File: src/rtl/sa2x2_pkg.sv
// Shared constants, matrix type and slot-rotation helper for the 2x2 systolic
// array skew feeder.
package sa2x2_pkg;

  localparam int DATA_WIDTH = 4;
  localparam int NUM_SLOTS  = 3;

  localparam logic [2:0] OFF_W0   = 3'd0;
  localparam logic [2:0] OFF_D0   = 3'd2;
  localparam logic [2:0] OFF_LAST = 3'd4;
  localparam logic [2:0] OFF_TAIL = 3'd5;

  typedef struct packed {
    logic [DATA_WIDTH-1:0] e00;
    logic [DATA_WIDTH-1:0] e01;
    logic [DATA_WIDTH-1:0] e10;
    logic [DATA_WIDTH-1:0] e11;
  } mat2x2_t;

  function automatic logic [1:0] next_slot(input logic [1:0] cur);
    return (cur == 2'(NUM_SLOTS - 1)) ? 2'd0 : cur + 2'd1;
  endfunction

endpackage

File: src/rtl/sa2x2_skew_slot.sv
// One in-flight operand set: holds A/B plus its schedule offset and emits the
// pin contributions for the offset that becomes visible after the next edge.
module sa2x2_skew_slot #(
  parameter int DATA_WIDTH = sa2x2_pkg::DATA_WIDTH
) (
  input  logic                    clk,
  input  logic                    rst,
  input  logic                    load,
  input  logic [4*DATA_WIDTH-1:0] a_in,
  input  logic [4*DATA_WIDTH-1:0] b_in,
  output logic [4*DATA_WIDTH-1:0] a_pins,
  output logic [4*DATA_WIDTH-1:0] b_pins,
  output logic                    active,
  output logic                    valid
);
  import sa2x2_pkg::*;

  localparam int W = DATA_WIDTH;

  logic                    active_r;
  logic [2:0]              phase_r;
  logic [4*DATA_WIDTH-1:0] a_r;
  logic [4*DATA_WIDTH-1:0] b_r;

  logic                    active_nx_s;
  logic [2:0]              phase_nx_s;
  logic [4*DATA_WIDTH-1:0] a_nx_s;
  logic [4*DATA_WIDTH-1:0] b_nx_s;

  // Next slot state, and the pins it drives; the top registers these so they
  // line up with the offset being entered rather than the one being left.
  always_comb begin
    active_nx_s = 1'b0;
    phase_nx_s  = OFF_W0;
    a_nx_s      = a_r;
    b_nx_s      = b_r;
    a_pins      = {(4*W){1'b0}};
    b_pins      = {(4*W){1'b0}};
    if (load) begin
      active_nx_s = 1'b1;
      phase_nx_s  = OFF_W0;
      a_nx_s      = a_in;
      b_nx_s      = b_in;
    end else if (active_r && (phase_r != OFF_TAIL)) begin
      active_nx_s = 1'b1;
      phase_nx_s  = phase_r + 3'd1;
    end else begin
      active_nx_s = 1'b0;
      phase_nx_s  = OFF_W0;
    end
    if (active_nx_s) begin
      case (phase_nx_s)
        OFF_W0: b_pins[1*W +: W] = b_nx_s[1*W +: W];
        3'd1: begin
          b_pins[0*W +: W] = b_nx_s[0*W +: W];
          b_pins[2*W +: W] = b_nx_s[2*W +: W];
        end
        OFF_D0: begin
          b_pins[3*W +: W] = b_nx_s[3*W +: W];
          a_pins[0*W +: W] = a_nx_s[0*W +: W];
        end
        3'd3: begin
          a_pins[1*W +: W] = a_nx_s[1*W +: W];
          a_pins[2*W +: W] = a_nx_s[2*W +: W];
        end
        OFF_LAST: a_pins[3*W +: W] = a_nx_s[3*W +: W];
        default: a_pins = {(4*W){1'b0}};
      endcase
    end else begin
      a_pins = {(4*W){1'b0}};
    end
  end

  assign active = active_nx_s;
  assign valid  = active_nx_s && (phase_nx_s >= OFF_D0);

  // Slot state register.
  always_ff @(posedge clk or posedge rst) begin
    if (rst) begin
      active_r <= 1'b0;
      phase_r  <= OFF_W0;
      a_r      <= {(4*W){1'b0}};
      b_r      <= {(4*W){1'b0}};
    end else begin
      active_r <= active_nx_s;
      phase_r  <= phase_nx_s;
      a_r      <= a_nx_s;
      b_r      <= b_nx_s;
    end
  end

endmodule

File: src/rtl/sa2x2_skew_feeder.sv
// Skew feeder for the 2x2 systolic array: accepts unskewed A/B pairs and
// drives them diagonally skewed onto the array pins, overlapping up to 3 sets.
module sa2x2_skew_feeder #(
  parameter int DATA_WIDTH = sa2x2_pkg::DATA_WIDTH,
  parameter int CNT_WIDTH  = 8
) (
  input  logic                  clk,
  input  logic                  rst,
  input  logic                  s_valid,
  output logic                  s_ready,
  input  logic [DATA_WIDTH-1:0] s_a00,
  input  logic [DATA_WIDTH-1:0] s_a01,
  input  logic [DATA_WIDTH-1:0] s_a10,
  input  logic [DATA_WIDTH-1:0] s_a11,
  input  logic [DATA_WIDTH-1:0] s_b00,
  input  logic [DATA_WIDTH-1:0] s_b01,
  input  logic [DATA_WIDTH-1:0] s_b10,
  input  logic [DATA_WIDTH-1:0] s_b11,
  output logic [DATA_WIDTH-1:0] a00,
  output logic [DATA_WIDTH-1:0] a01,
  output logic [DATA_WIDTH-1:0] a10,
  output logic [DATA_WIDTH-1:0] a11,
  output logic [DATA_WIDTH-1:0] b00,
  output logic [DATA_WIDTH-1:0] b01,
  output logic [DATA_WIDTH-1:0] b10,
  output logic [DATA_WIDTH-1:0] b11,
  output logic                  in_valid,
  output logic                  busy,
  output logic [CNT_WIDTH-1:0]  issued_cnt
);
  import sa2x2_pkg::*;

  localparam int W = DATA_WIDTH;

  logic                 issued_last_r;
  logic [1:0]           slot_ptr_r;
  logic [CNT_WIDTH-1:0] issued_cnt_r;
  logic [4*W-1:0]       a_out_r;
  logic [4*W-1:0]       b_out_r;
  logic                 in_valid_r;
  logic                 busy_r;

  logic                 accept_s;
  logic [4*W-1:0]       a_in_s;
  logic [4*W-1:0]       b_in_s;
  logic [4*W-1:0]       a_or_s;
  logic [4*W-1:0]       b_or_s;
  logic [4*W-1:0]       a_pins_s [NUM_SLOTS];
  logic [4*W-1:0]       b_pins_s [NUM_SLOTS];
  logic [NUM_SLOTS-1:0] load_s;
  logic [NUM_SLOTS-1:0] active_s;
  logic [NUM_SLOTS-1:0] valid_s;

  // Two-cycle issue spacing plus a 6-cycle set lifetime means round-robin
  // reuse never lands on a slot that is still in flight.
  assign s_ready  = !rst && !issued_last_r;
  assign accept_s = s_valid && s_ready;
  assign a_in_s   = {s_a11, s_a10, s_a01, s_a00};
  assign b_in_s   = {s_b11, s_b10, s_b01, s_b00};

  for (genvar k = 0; k < NUM_SLOTS; k++) begin : g_slot
    assign load_s[k] = accept_s && (slot_ptr_r == 2'(k));
    sa2x2_skew_slot #(.DATA_WIDTH(W)) u_slot (
      .clk    (clk),
      .rst    (rst),
      .load   (load_s[k]),
      .a_in   (a_in_s),
      .b_in   (b_in_s),
      .a_pins (a_pins_s[k]),
      .b_pins (b_pins_s[k]),
      .active (active_s[k]),
      .valid  (valid_s[k])
    );
  end

  // Overlapping sets never drive the same pin in the same cycle, so OR merges them.
  always_comb begin
    a_or_s = {(4*W){1'b0}};
    b_or_s = {(4*W){1'b0}};
    for (int k = 0; k < NUM_SLOTS; k++) begin
      a_or_s = a_or_s | a_pins_s[k];
      b_or_s = b_or_s | b_pins_s[k];
    end
  end

  // Issue control, set counter and the registered output stage.
  always_ff @(posedge clk or posedge rst) begin
    if (rst) begin
      issued_last_r <= 1'b0;
      slot_ptr_r    <= 2'd0;
      issued_cnt_r  <= {CNT_WIDTH{1'b0}};
      a_out_r       <= {(4*W){1'b0}};
      b_out_r       <= {(4*W){1'b0}};
      in_valid_r    <= 1'b0;
      busy_r        <= 1'b0;
    end else begin
      issued_last_r <= accept_s;
      if (accept_s) begin
        slot_ptr_r   <= next_slot(slot_ptr_r);
        issued_cnt_r <= issued_cnt_r + CNT_WIDTH'(1);
      end
      a_out_r    <= a_or_s;
      b_out_r    <= b_or_s;
      in_valid_r <= |valid_s;
      busy_r     <= |active_s;
    end
  end

  assign a00        = a_out_r[0*W +: W];
  assign a01        = a_out_r[1*W +: W];
  assign a10        = a_out_r[2*W +: W];
  assign a11        = a_out_r[3*W +: W];
  assign b00        = b_out_r[0*W +: W];
  assign b01        = b_out_r[1*W +: W];
  assign b10        = b_out_r[2*W +: W];
  assign b11        = b_out_r[3*W +: W];
  assign in_valid   = in_valid_r;
  assign busy       = busy_r;
  assign issued_cnt = issued_cnt_r;

endmodule

File: config.mk
export PLATFORM = sky130hd
export DESIGN_NAME = sa2x2_skew_feeder
export DESIGN_NICKNAME = d
export VERILOG_FILES = /design/src/rtl/sa2x2_pkg.sv /design/src/rtl/sa2x2_skew_slot.sv /design/src/rtl/sa2x2_skew_feeder.sv
export SDC_FILE = /design/constraint.sdc
export NUM_CORES = 1
export LEC_CHECK = 0
export CORE_MARGIN = 5
export CORE_UTILIZATION = 42
export DETAILED_ROUTE_END_ITERATION = 12
export PLACE_DENSITY = 0.71
export SYNTH_ARGS = -nofsm -noshare
export SYNTH_HDL_FRONTEND = slang
export SYNTH_SLANG_ARGS = --single-unit
File: constraint.sdc
create_clock -name clk -period 7.3 [get_ports clk]
set_clock_uncertainty 0.2 [all_clocks]
set_input_delay 1.46 -clock clk [delete_from_list [all_inputs] [get_ports clk]]
set_output_delay 1.46 -clock clk [all_outputs]
set_load 0.02 [all_outputs]
==> results.py <==
metrics = {
    "floorplan": {
        "core_um2": 15000,
        "rows": 45,
        "io_pins": 78,
        "die_h_um": 133,
        "chipWidth_um": 133,
        "start_util_pct": 42.3,
        "fp.dieArea_um2": 17700,
    },
    "drt": {
        "vias_per_cell": 5.33,
        "drt_iter0_markers": 289,
        "drcViolationCount": 0,
        "ant_nets": 0,
        "routed_wirelength_um": 13800,
        "num_vias": 4240,
        "avgRoutedWirePerCell_um": 17.3,
        "drtPass1Iterations": 5,
    },
    "clock_tree": {
        "clock_path_buffers": 2,
        "cts_resized": 0,
        "path_clk_slew_ns": 0.06,
        "cts.sinks": 153,
        "cts_tree": "done",
        "cts-root-buf": "clkbuf_16",
        "post_cts_buffers": 0,
        "h-tree-depth": 4,
        "hold_buffers": 0,
        "clock_latency_ns": 0.42,
        "cts_inserted_buffers": 17,
    },
    "critical_path": {
        "cp-startpoint": "rst",
        "worstPathRequired_ns": 5.64,
        "worst_path_max_delay_cell": "clkdlybuf4s50_1",
        "cpMostUsedCell": "clkdlybuf4s50_1",
        "max_stage_delay_ns": 0.61,
        "critPathCaptureType": "output port",
        "path_class": "in -> out",
        "worstPathArrival_ns": 2.79,
        "worst_setup_path_start_kind": "primary input",
        "reg2reg_from": "slot_ptr_r[1]",
        "r2r-end": "b_out_r[5]",
        "worstRegToRegCells": 4,
        "r2r_slack_ns": 4.37,
        "cp_max_fo": 5,
        "cp-endpoint": "s_ready",
        "path_cells": "clkdlybuf4s50_1 -> nor2_1 -> clkdlybuf4s50_1",
    },
    "finish": {
        "diodes": 0,
        "n_fill_cell": 1274,
        "final_area_um2": 7890,
        "final_cells": 796,
        "nets": 637,
        "drive_gt1_share_pct": 16.3,
        "final_cell_mix": "153 x dfrtp_1, 100 x nand2_1, 77 x clkdlybuf4s50_1, 29 x mux2_2, 23 x nand4_1",
        "synthToLayoutAreaGrowth_pct": 24.0,
        "final_common_cell": "dfrtp_1",
    },
    "run": {
        "drv_cap": 0,
    },
    "synth": {
        "synthArstFlopShare_pct": 100,
        "ys_seq_area_share_pct": 60.2,
        "syn-num-nets": 560,
        "yosys_register_bits": 153,
        "ys.flop_type": "dfrtp_1",
        "synthDistinctLibCells": 42,
        "syn_inst": 518,
        "ys_warn_count": 0,
        "synth-edff-count": 0,
        "synth_area_um2": 6360,
        "syn_avg_cell_area_um2": 12.3,
    },
    "timing": {
        "setup_tns_ns": 0,
        "slew_viol_final": 0,
        "rsz0062_at_grt": "false",
        "period_needed_ns": 4.45,
        "hold_viol_final": 0,
        "worst_pin_slew_ns": 1.13,
        "setup_viol": 0,
        "setup_ws_ns": 2.85,
        "fin_crit_sh_pct": 60.9,
        "slew_headroom_pct": 24.0,
        "fmax_ghz": 0.225,
    },
    "grt": {
        "grt_pass1_wl_um": 23000,
        "grt_usage_pct": 16.2,
        "grt_pass1_vias": 4494,
        "overflow": 0,
        "grt_max_degree": 88,
        "antenna_found_initial": 0,
    },
    "place": {
        "hpwl_um": 8770,
        "placed_area_um2": 7300,
        "dpl_worst_slack_ns": 2.76,
        "io_buffers": 77,
        "dpl.cell_count": 764,
        "gp_congestion": 0.767,
    },
    "worst_hold_path": {
        "min_from": "g_slot[0].u_slot.b_r[3]",
        "hp-class": "reg -> reg",
        "holdPathStages": 2,
    },
    "pwr": {
        "powerDensity_nw_per_um2": 440,
        "cellLeakagePower_uw": 0.00385,
        "irDropWorstVdd_mv": 0.220,
    },
    "run_status": {
        "status": "finished clean",
    },
}
-- logic make-up (layout without fill, tap and decap cells) --
group                      Yosys count  in the layout  share of synthesized area, %
and+or+nand+nor                    189            189                          15.3
DFF                                153            153                          60.2
muxes                               64             64                          12.1
buffers and inverters               48            138                          3.34
AOI/OAI and AO/OA                   45             45                          6.08
xor gates and xnor gates            12             12                          1.65
adders and majority gates            7              7                          1.38
-- power breakdown --
group / switching, uW / total [uW] / internal, uW
registers: 172 / 1390 / 1220
logic: 651 / 1210 / 557
clock network: 335 / 868 / 533
total: 1160 / 3470 / 2310
-- routing by layer --
metal  wire length, um  track usage [%]
met3               757             4.38
met2              7010             26.9
met1              5940             20.4
met4                76             6.23
met5                 0                0
-- stage by stage --
stage	total power (uW)	utilization, %	hold slack [ns]
3_3_place_gp	2550	48.6	0.249
5_1_grt	3680	52.5	0.294
2_1_floorplan	2180	-	0.238
4_1_cts	3500	52.5	0.269
3_5_place_dp	2620	48.6	0.255
6_report	3470	52.5	0.267
-- sequential cells by signal, indices dropped and copies added, names as in the netlist --
register and flops:
issued_cnt 8, g_slot.u_slot.b_r 48, busy 1, g_slot.u_slot.a_r 48
slot_ptr_r 2, b_out_r 16, g_slot.u_slot.phase_r 9, issued_last_r 1
a_out_r 16, in_valid 1, g_slot.u_slot.active_r 3
-- final cells by class --
class	count	area (um2)	share of cell area, %
Tap cell	188	235	2.98
Timing Repair Buffer	82	808	10.2
Clock inverter	14	156	1.98
Inverter	24	100	1.27
Clock buffer	18	429	5.44
Multi-Input combinational cell	317	2330	29.5
Sequential cell	153	3830	48.5
-- synth_stat cells, types with 5 or more instances --
cell,instances,share of area [%]
a221o_1,20,3.1
and3_1,5,0.49
and4_1,16,2.2
buf_2,7,0.55
clkbuf_1,12,0.71
dfrtp_1,153,60
ha_1,7,1.4
inv_1,23,1.4
mux2_2,29,5.1
mux2_4,19,4.5
mux2i_1,16,2.5
nand2_1,101,6.0
nand3_1,15,1.2
nand4_1,23,2.3
nor2_1,11,0.65
o21ai_0,7,0.55
o221ai_1,8,1.1
xnor2_1,8,1.1
-- how the worst min path moves through the flow --
| stage | endpoint | slack [ns] |
|---|---|---|
| global placement | g_slot[0].u_slot.b_r[3] | 0.25 |
| CTS | g_slot[0].u_slot.b_r[9] | 0.27 |
| global route | g_slot[0].u_slot.a_r[6] | 0.29 |
| finish | g_slot[0].u_slot.b_r[3] | 0.27 |
| detailed placement | g_slot[0].u_slot.b_r[10] | 0.25 |
| floorplan | g_slot[0].u_slot.a_r[10] | 0.24 |
-- critical path, delay by kind of cell --
family,cells,cell delay [ns]
buffers and inverters,2,1.17
AND/OR/NAND/NOR,1,0.15
No activity file was read; power rests on OpenSTA's default activity.
